==> src/rtl/adc_pkg.sv <==
// Shared types and constants for the ADC conversion sequencer.
package adc_pkg;

  localparam int ADC_W           = 12;
  localparam int CH_W            = 3;
  localparam int N_CH            = 8;
  localparam int TIMEOUT_CYC_DEF = 1024;
  localparam int GAP_CYC_DEF     = 4;

  typedef enum logic [2:0] {
    S_IDLE    = 3'd0,
    S_SCAN    = 3'd1,
    S_GO      = 3'd2,
    S_WAIT_DR = 3'd3,
    S_GAP     = 3'd4,
    S_EMIT    = 3'd5,
    S_DONE    = 3'd6
  } state_t;

  typedef struct packed {
    logic            found;
    logic [CH_W-1:0] idx;
  } ch_pick_t;

  // Lowest enabled channel at or above ptr; ptr == N_CH means "past the last channel".
  function automatic ch_pick_t pick_ch(input logic [N_CH-1:0] mask, input logic [CH_W:0] ptr);
    ch_pick_t r;
    r = '0;
    for (int i = N_CH - 1; i >= 0; i--) begin
      if (mask[i] && (i >= int'(ptr))) begin
        r.found = 1'b1;
        r.idx   = CH_W'(i);
      end
    end
    return r;
  endfunction

endpackage

==> src/rtl/adc_fs_sync.sv <==
// Brings the asynchronous Fs strobe into the iCLK domain and emits a one-cycle rising-edge pulse.
module adc_fs_sync
  import adc_pkg::*;
#(
  parameter int SYNC_STAGES = 2
) (
  input  logic iCLK,
  input  logic iRST_n,
  input  logic iFS,
  output logic fs_edge
);

  logic [SYNC_STAGES-1:0] sync_q;
  logic                   last_q;

  // Registered edge pulse lands SYNC_STAGES+1 cycles after iFS rises.
  always_ff @(posedge iCLK or negedge iRST_n) begin
    if (!iRST_n) begin
      sync_q  <= '0;
      last_q  <= 1'b0;
      fs_edge <= 1'b0;
    end else begin
      sync_q  <= {sync_q[SYNC_STAGES-2:0], iFS};
      last_q  <= sync_q[SYNC_STAGES-1];
      fs_edge <= sync_q[SYNC_STAGES-1] & ~last_q;
    end
  end

endmodule

==> src/rtl/adc_seq_sched.sv <==
// Per-frame conversion scheduler: walks enabled channels, oversamples each one via ADC_CTRL
// and emits one averaged, channel-tagged result per channel.
module adc_seq_sched
  import adc_pkg::*;
#(
  parameter int OVS_LOG2    = 2,
  parameter int TIMEOUT_CYC = TIMEOUT_CYC_DEF,
  parameter int GAP_CYC     = GAP_CYC_DEF,
  parameter int SYNC_STAGES = 2
) (
  input  logic             iCLK,
  input  logic             iRST_n,
  input  logic             iEN,
  input  logic             iFS,
  input  logic [N_CH-1:0]  iCH_MASK,
  input  logic             iCLR,
  output logic             oADC_GO,
  output logic [CH_W-1:0]  oADC_CH,
  input  logic [ADC_W-1:0] iADC_DATA,
  input  logic             iADC_DR,
  output logic [ADC_W-1:0] oSAMPLE,
  output logic [CH_W-1:0]  oSAMPLE_CH,
  output logic             oSAMPLE_VLD,
  output logic             oFRAME_DONE,
  output logic             oBUSY,
  output logic             oOVERRUN,
  output logic             oTIMEOUT
);

  localparam int ACC_W = ADC_W + OVS_LOG2;
  localparam int CNT_W = OVS_LOG2 + 1;
  localparam int TMO_W = $clog2(TIMEOUT_CYC + 1);
  localparam int GAP_W = $clog2(GAP_CYC + 1);
  localparam logic [CNT_W-1:0] CNT_FULL = CNT_W'(1 << OVS_LOG2);
  localparam logic [TMO_W-1:0] TMO_LAST = TMO_W'(TIMEOUT_CYC);
  localparam logic [GAP_W-1:0] GAP_LAST = GAP_W'(GAP_CYC - 1);

  state_t             state_q, state_d;
  logic               fs_edge;
  logic [N_CH-1:0]    mask_q;
  logic [CH_W:0]      ptr_q;
  logic [CH_W-1:0]    ch_q;
  logic [ACC_W-1:0]   acc_q;
  logic [CNT_W-1:0]   cnt_q;
  logic [TMO_W-1:0]   tmo_q;
  logic [GAP_W-1:0]   gap_q;
  logic               ch_dead_q;
  logic               dr_prev_q;
  logic [ADC_W-1:0]   sample_q;
  logic [CH_W-1:0]    sample_ch_q;
  logic               overrun_q, timeout_q;
  ch_pick_t           pick;
  logic               dr_rise, abort, tmo_evt, gap_end;

  adc_fs_sync #(.SYNC_STAGES(SYNC_STAGES)) u_fs_sync (
    .iCLK    (iCLK),
    .iRST_n  (iRST_n),
    .iFS     (iFS),
    .fs_edge (fs_edge)
  );

  // Handshake with ADC_CTRL: GO rises to request a conversion on oADC_CH and stays high until
  // the first iADC_DR rising edge (data valid in that cycle) or the timeout; it then stays low
  // for GAP_CYC cycles before the next request.
  assign dr_rise = iADC_DR & ~dr_prev_q;
  assign pick    = pick_ch(mask_q, ptr_q);
  assign abort   = (state_q != S_IDLE) && !iEN;
  assign tmo_evt = (state_q == S_WAIT_DR) && iEN && !dr_rise && (tmo_q == TMO_LAST);
  assign gap_end = (gap_q == GAP_LAST);

  always_comb begin
    state_d = state_q;
    case (state_q)
      S_IDLE:    if (fs_edge && iEN) state_d = S_SCAN;
      S_SCAN:    state_d = pick.found ? S_GO : S_DONE;
      S_GO:      state_d = S_WAIT_DR;
      S_WAIT_DR: if (dr_rise || tmo_evt) state_d = S_GAP;
      S_GAP: begin
        if (gap_end) begin
          if (ch_dead_q)              state_d = S_SCAN;
          else if (cnt_q == CNT_FULL) state_d = S_EMIT;
          else                        state_d = S_GO;
        end
      end
      S_EMIT:    state_d = S_SCAN;
      S_DONE:    state_d = S_IDLE;
      default:   state_d = S_IDLE;
    endcase
    if (abort) state_d = S_IDLE;
  end

  always_ff @(posedge iCLK or negedge iRST_n) begin
    if (!iRST_n) begin
      state_q     <= S_IDLE;
      mask_q      <= '0;
      ptr_q       <= '0;
      ch_q        <= '0;
      acc_q       <= '0;
      cnt_q       <= '0;
      tmo_q       <= '0;
      gap_q       <= '0;
      ch_dead_q   <= 1'b0;
      dr_prev_q   <= 1'b0;
      sample_q    <= '0;
      sample_ch_q <= '0;
      overrun_q   <= 1'b0;
      timeout_q   <= 1'b0;
    end else begin
      state_q   <= state_d;
      dr_prev_q <= iADC_DR;

      // Set events beat a coincident clear.
      if (fs_edge && (state_q != S_IDLE)) overrun_q <= 1'b1;
      else if (iCLR)                      overrun_q <= 1'b0;
      if (tmo_evt)   timeout_q <= 1'b1;
      else if (iCLR) timeout_q <= 1'b0;

      if (abort) begin
        ptr_q <= '0;
      end else begin
        case (state_q)
          S_IDLE: begin
            if (fs_edge && iEN) begin
              mask_q <= iCH_MASK;
              ptr_q  <= '0;
            end
          end
          S_SCAN: begin
            if (pick.found) begin
              ch_q      <= pick.idx;
              ptr_q     <= {1'b0, pick.idx};
              acc_q     <= '0;
              cnt_q     <= '0;
              ch_dead_q <= 1'b0;
            end
          end
          S_GO: begin
            tmo_q <= TMO_W'(1);
            gap_q <= '0;
          end
          S_WAIT_DR: begin
            if (dr_rise) begin
              acc_q <= acc_q + ACC_W'(iADC_DATA);
              cnt_q <= cnt_q + CNT_W'(1);
            end else if (tmo_evt) begin
              ch_dead_q <= 1'b1;
              acc_q     <= '0;
              cnt_q     <= '0;
              ptr_q     <= ptr_q + 4'd1;
            end else begin
              tmo_q <= tmo_q + TMO_W'(1);
            end
          end
          S_GAP: begin
            if (!gap_end) begin
              gap_q <= gap_q + GAP_W'(1);
            end else if (!ch_dead_q && (cnt_q == CNT_FULL)) begin
              sample_q    <= ADC_W'(acc_q >> OVS_LOG2);
              sample_ch_q <= ch_q;
            end
          end
          S_EMIT: ptr_q <= {1'b0, ch_q} + 4'd1;
          S_DONE: ptr_q <= '0;
          default: ;
        endcase
      end
    end
  end

  assign oADC_GO     = (state_q == S_GO) || (state_q == S_WAIT_DR);
  assign oADC_CH     = ch_q;
  assign oSAMPLE     = sample_q;
  assign oSAMPLE_CH  = sample_ch_q;
  assign oSAMPLE_VLD = (state_q == S_EMIT);
  assign oFRAME_DONE = (state_q == S_DONE);
  assign oBUSY       = state_q inside {S_SCAN, S_GO, S_WAIT_DR, S_GAP, S_EMIT};
  assign oOVERRUN    = overrun_q;
  assign oTIMEOUT    = timeout_q;

endmodule

==> config.mk <==
export PLATFORM = sky130hd
export DESIGN_NAME = adc_seq_sched
export DESIGN_NICKNAME = d
export VERILOG_FILES = /design/src/rtl/adc_pkg.sv /design/src/rtl/adc_fs_sync.sv /design/src/rtl/adc_seq_sched.sv
export SDC_FILE = /design/constraint.sdc
export NUM_CORES = 1
export LEC_CHECK = 0
export ABC_CLOCK_PERIOD_IN_PS = 2500
export CAP_MARGIN = 0
export CORE_UTILIZATION = 56
export CTS_CLUSTER_DIAMETER = 100
export DETAILED_ROUTE_END_ITERATION = 12
export GPL_ROUTABILITY_DRIVEN = 0
export PLACE_DENSITY = 0.8
export SETUP_SLACK_MARGIN = 0.05
export SKIP_LAST_GASP = 1
export SLEW_MARGIN = 20
export SYNTH_ARGS = -nofsm -noshare
export SYNTH_HDL_FRONTEND = slang
export SYNTH_SLANG_ARGS = --single-unit
export TNS_END_PERCENT = 1
==> constraint.sdc <==
create_clock -name iCLK -period 2.5 [get_ports iCLK]
set_input_delay 0.375 -clock iCLK [delete_from_list [all_inputs] [get_ports iCLK]]
set_output_delay 0.375 -clock iCLK [all_outputs]
set_load 0.1 [all_outputs]
After elaboration in Yosys (flattened, before gate mapping)
Cells that the tools add are included.

Output and inout port bits: 24. Bits of input ports: 26. Word-level logic and storage cells: 137. Bits in registers: 72.

Reductions and logical operators: 38. Magnitude comparators: 8. Bitwise gates (word level): 5. Equal/unequal tests: 21. Add/sub/neg operators: 6. Multiplexer cells: 42.

Operators with widths (number): 4-bit two-way mux (13); 14-bit two-way mux (3); 3-bit two-way mux (11); 14-bit case mux with 2 select lines (1); 11-bit two-way mux (2); 11-bit case mux with 2 select lines (1); 3-bit inequality test, second input constant (7); 4-bit case mux with 5 select lines (1); 3-bit case mux with 6 select lines (1); 3-bit by 4-bit greater-or-equal comparator with 1-bit output, first input constant (4); 1-bit logical AND (15); 14-bit by 12-bit adder with 14-bit output (1); 3-bit equality test, second input constant (4); 3-bit case mux with 2 select lines (2); 3-bit AND reduction (4); 4-bit AND reduction (3); 11-bit by 1-bit adder with 11-bit output, second input constant (1); 11-bit equality test, second input constant (1); 2-bit inequality test, second input constant (5); 5-bit AND reduction (2); 2-bit nonzero test (5); 3-bit by 2-bit equality test with 1-bit output, second input constant (3); 1-bit by 4-bit greater-or-equal comparator with 1-bit output, first input constant (2); 2-bit by 4-bit greater-or-equal comparator with 1-bit output, first input constant (2); 14 further kinds (26).

Logic depth before layout (Yosys ltp)
Depth in word-level cells: 13. Gate-level depth with buffers: 9.

By module
Synthesis repeated with hierarchy kept, for this count alone.

Cells, all modules: 423. Area, all modules: 4096.4 sq um.

Modules (own cells, without submodules): adc_seq_sched (cells each 418, times used 1, area each 3982.6 sq um); adc_fs_sync (cells each 5, times used 1, area each 113.9 sq um).

Worst setup path before layout
No wires, ideal clock.

Path type: flip-flop to flip-flop. Start point: register state_q[1]. End point: register ptr_q[1]. Path buffers: 1. Path slack: -445 ps. Library setup time: 121 ps. Stages on the path, launching flop included: 8. Arrival: 2824 ps. Cell sequence: dfrtp_1 clkbuf_1 nand2_1 nor2_1 nand3b_1 o211ai_1 and2_1 a22o_1.

Elaborated cells between the ends (all ways): 18.

RTL lines: from (decl) (RTL line adc_seq_sched.sv:38) `state_t state_q, state_d;`; from (signal assigned) (RTL line adc_seq_sched.sv:109) `state_q <= state_d;`; 3-bit equality test *; via oFRAME_DONE (RTL line adc_seq_sched.sv:24) `output logic oFRAME_DONE,`; 6-bit nonzero test (no line) / 4-bit case mux with 5 select lines (equally long branches); 5-bit AND reduction (no line) / 4-bit two-way mux (equally long branches); to (signal assigned) (RTL line adc_seq_sched.sv:131) `ptr_q <= {1'b0, pick.idx};`; to (signal assigned) (RTL line adc_seq_sched.sv:149) `ptr_q <= ptr_q + 4'd1;`; to (signal assigned) (RTL line adc_seq_sched.sv:162) `S_EMIT: ptr_q <= {1'b0, ch_q} + 4'd1;`; to (decl) (RTL line adc_seq_sched.sv:41) `logic [CH_W:0] ptr_q;`.

The timed path passes the listed nets; every way through them passes the cells marked *. A chain may end at the register's enable or synchronous reset.

Worst setup path after layout
Start point: register state_q[2]. End point: register ptr_q[2].

Word-level cells in the longest chain between the ends: 6. Elaborated cells between the ends (all ways): 18.

RTL lines: 3-bit by 2-bit equality test with 1-bit output (RTL line adc_seq_sched.sv:68, adc_seq_sched.sv:121); 1-bit logical AND (3 in series) (RTL line adc_seq_sched.sv:68) `assign tmo_evt = (state_q == S_WAIT_DR) && iEN && !dr_rise && (tmo_q == TMO_LAST);`; 3-bit inequality test (no line); 5-bit AND reduction (no line).

Several ways; a longest one is shown, not always the timed one.

==> Flow_metrics.wiki <==
{| class="wikitable"
! Metric !! Value
|-
| Post-synthesis sequential element count || between 70 and 80
|-
| R2R Path Start || state_q[2]$_DFFE_PN0P_
|-
| Total Wirelength || about 8900 um
|-
| Overall die area || between 0.007 and 0.008 mm^2
|-
| Quantity of I/O buffers inserted on ports || a little under 50
|-
| Post-DP HPWL || between 6000 and 7000 um
|-
| Number of enable-type register cells in the synthesized netlist || 0
|-
| Reg2reg end || ptr_q[2]$_DFFE_PN0P_
|-
| Vias per inst || ~5.7
|-
| Tightest Hold Check Type || input pin to asynchronous set/reset pin
|-
| Upper clock frequency limit || 422 MHz
|-
| Proportion of synthesized flip-flops having asynchronous set or reset || 100%
|-
| Chip Height || 87.0 um
|-
| Number of iterations in the first detailed-routing pass || 4
|-
| Number of buffers added for setup after CTS || 0
|-
| Top FF cell, synth || dfrtp_1
|-
| Number of max-slew violations in the final report || 0
|-
| Category of cells accounting for the largest share of critical-path delay || compound AO/OA/AOI/OAI gates
|-
| Root buf cell || clkbuf_8
|-
| First-pass GRT wire length || 15,100 um
|-
| Final period demand of the worst path || 2.37 ns
|-
| Synth top area cells || dfrtp_1, ha_1, mux2_1
|-
| Worst-case vdd ir drop || around 0.43 mV
|-
| Synthesis Warnings || 0
|-
| Number of CTS-inserted buffers || 9
|-
| Unrepaired setup endpoints after global routing || true
|-
| Count of routing violations after the opening detailed-route iteration || 184
|-
| Critical-path cell list || nand3b_2 > inv_2 > mux2i_1 > inv_1 > ha_1 > a221o_1 > a22o_1 > a22o_1
|-
| DR DRC count || 0
|-
| Via count of the first global-routing pass || about 3,200
|-
| Final clock period utilization by the worst path || a little over nine tenths
|-
| Number of unique standard cell types used by synthesis || 64
|-
| Total routing resource utilization after global routing || roughly a quarter
|-
| Mux contribution to synthesized area || under 10%
|-
| Sequential share of the synthesized area || between 40% and 50%
|-
| Fraction of the mapped netlist area in simple logic gates || approximately 17%
|-
| Data arrival time at the worst-slack endpoint || roughly 2.6 ns
|-
| Final net count || 518
|-
| CTS sink count || 72
|-
| Buffering stage count on the worst path with inverters included || 2
|-
| Post-synth net total || 451
|-
| Dominant combinational cell family by area after synthesis || compound AO/OA/AOI/OAI gates
|-
| Antenna violations before repair || 0
|-
| Setup_tns || 0 ns
|-
| Total via count after detailed routing || approximately 3,300
|-
| Number of H-tree levels || 3
|-
| Layout cells sized above 1 || approximately 16%
|-
| TritonCTS clock tree || done
|-
| Final hold slack || 0.0792 ns
|-
| Setup WS pre-CTS || -0.311 ns
|-
| Antenna viol nets, final || 0
|-
| Clock latency reported for the late side of the worst-skew pair || 0.35 ns
|-
| Standby leakage power || between 2 and 2.5 nW
|-
| Area added between synthesis and finish || 21.8%
|-
| Aggregate global routing overflow || 0
|-
| Commonest non-fill, non-tap cell in the layout || dfrtp_1
|-
| Result of the run || complete, no violations
|-
| Number of placed cells counting well taps || roughly 560
|-
| Largest fanout on the critical path || 7
|-
| Clock input transition at the sequential cells of the worst setup and hold paths || around 0.08 ns
|-
| R2r setup slk || approximately 0.13 ns
|-
| Synthesized area divided by synthesized cell count || about 10 um^2
|-
| Slowest Stage Delay on Critical Path || ~0.54 ns
|-
| Effective utilization at floorplan || between 50% and 60%
|-
| Element type at the critical path end || flop
|-
| Number of max-capacitance violations reported || 0
|-
| Relative slew slack || between 50% and 60%
|-
| Layout Cells excl Fill || 573
|-
| Largest area contributor in the netlist || dfrtp_1
|-
| I/O pins || 50
|-
| Pin count of the biggest net entering global routing || 42
|-
| Leading cell types in the layout, fill and taps excluded || dfrtp_1, nand2_1, buf_4, nor2_1, clkdlybuf4s50_1
|-
| Standard-cell row count || 30
|-
| XOR/XNOR Fraction of Synth Area || under 10%
|-
| Core Area || roughly 0.0069 mm^2
|-
| CTS Buffer Depth || 2
|-
| Library cell contributing the largest single delay on the critical path || dfrtp_1
|-
| Number of hold-slack violations in the final timing report || 0
|-
| Mapped Cells || just over 400
|-
| Cell Area, Synth || 0.00404 mm^2
|-
| Wire length per cell || ~15 um
|-
| Final setup violation count || 0
|-
| Total power density per cell area || ~630 mW/mm^2
|-
| Reg2reg path depth || 8
|-
| Required time worst endpoint || around 2.7 ns
|-
| Adder-cell share of the synthesized area || 6.38%
|-
| Element type at the critical path start || flop
|-
| Worst-Margin Slew || around 0.73 ns
|-
| Final Skew || between 0.01 and 0.015 ns
|-
| Die Span X || between 80 and 90 um
|-
| Setup Crit Path Kind || flop to flop
|-
| Top-area cell type share of the netlist area || between 40% and 50%
|-
| Count of antenna diodes in the layout || 0
|-
| Worst Slack Setup Final || 0.128 ns
|-
| Compound-Gate Fraction of Synth Area || between 10% and 20%
|-
| Crit path top cell by count || a22o_1
|}
cell type report:
cell class                 instances  area [um^2]
clock buffer                       9          124
timing repair buffer              65          596
clock inverter                     7         70.1
tap                               96          120
sequential                        72         1800
inverter                          18         67.6
fill                             539         1950
multi-input combinational        306         2140
power by group:
part           internal, mW  switching, mW
Sequential             1.28          0.137
Clock                 0.460          0.454
Combinational         0.284          0.510
Total                  2.02           1.10
flip-flops by register name, indices dropped and copies added (netlist names), 3 cells and up:
register / count
acc_q: 14
oSAMPLE: 12
tmo_q: 11
mask_q: 8
ptr_q: 4
cnt_q: 3
gap_q: 3
oADC_CH: 3
oSAMPLE_CH: 3
state_q: 3
cell usage after synthesis (all sizes together), types with 5 or more instances:
cell	instances
nor3	10
xor2	12
nand4	6
nor2	29
nor2b	9
buf	5
mux2	22
a22o	14
nand3	13
inv	18
a21oi	23
dfrtp	72
and2	6
a21o	5
xnor2	6
a21boi	5
o21ai	33
nand2	46
ha	19
metal layers:
metal	routed length, um	GRT usage, %	vias to the layer above
met3	358	4.36	11
met1	4100	35.0	1603
met2	4280	41.0	92
li1	-	-	1586
met4	125	10.3	0
met5	0	0	-
repair_timing:
item,in CTS,in global routing
hold buffers,0,0
resized for setup,0,2
setup endpoints to repair,0,3
how the worst max path moves through the flow:
stage	from	end	slack, ns	cells after the start
final	state_q[2]$_DFFE_PN0P_	ptr_q[2]$_DFFE_PN0P_	0.13	8
after global routing	state_q[2]$_DFFE_PN0P_	ptr_q[2]$_DFFE_PN0P_	0.05	8
after CTS	iADC_DATA[0]	acc_q[12]$_DFFE_PN0P_	0.05	8
after detailed placement	iADC_DATA[0]	acc_q[12]$_DFFE_PN0P_	-0.31	8
after global placement	iADC_DATA[0]	acc_q[12]$_DFFE_PN0P_	-0.20	8
after floorplan	state_q[1]$_DFFE_PN0P_	ptr_q[1]$_DFFE_PN0P_	0.01	7
through the flow:
step | util, % | cell area [um^2] | power (mW)
floorplan | - | 4050 | 1.96
global placement | 68.7 | 4720 | 2.19
detailed placement | 68.7 | 4720 | 2.22
CTS | 71.5 | 4910 | 3.12
global route | 71.7 | 4920 | 3.28
finish | 71.7 | 4920 | 3.12
kinds of logic (layout without fill, tap and decap cells):
| group | count (synthesis) | count (layout) |
|---|---|---|
| simple gates | 136 | 136 |
| compound gates | 108 | 108 |
| flops | 72 | 72 |
| buf+inv | 27 | 99 |
| mux | 24 | 24 |
| fa+ha+maj | 20 | 20 |
| xor+xnor | 18 | 18 |
(Power assumes the default switching activity.)
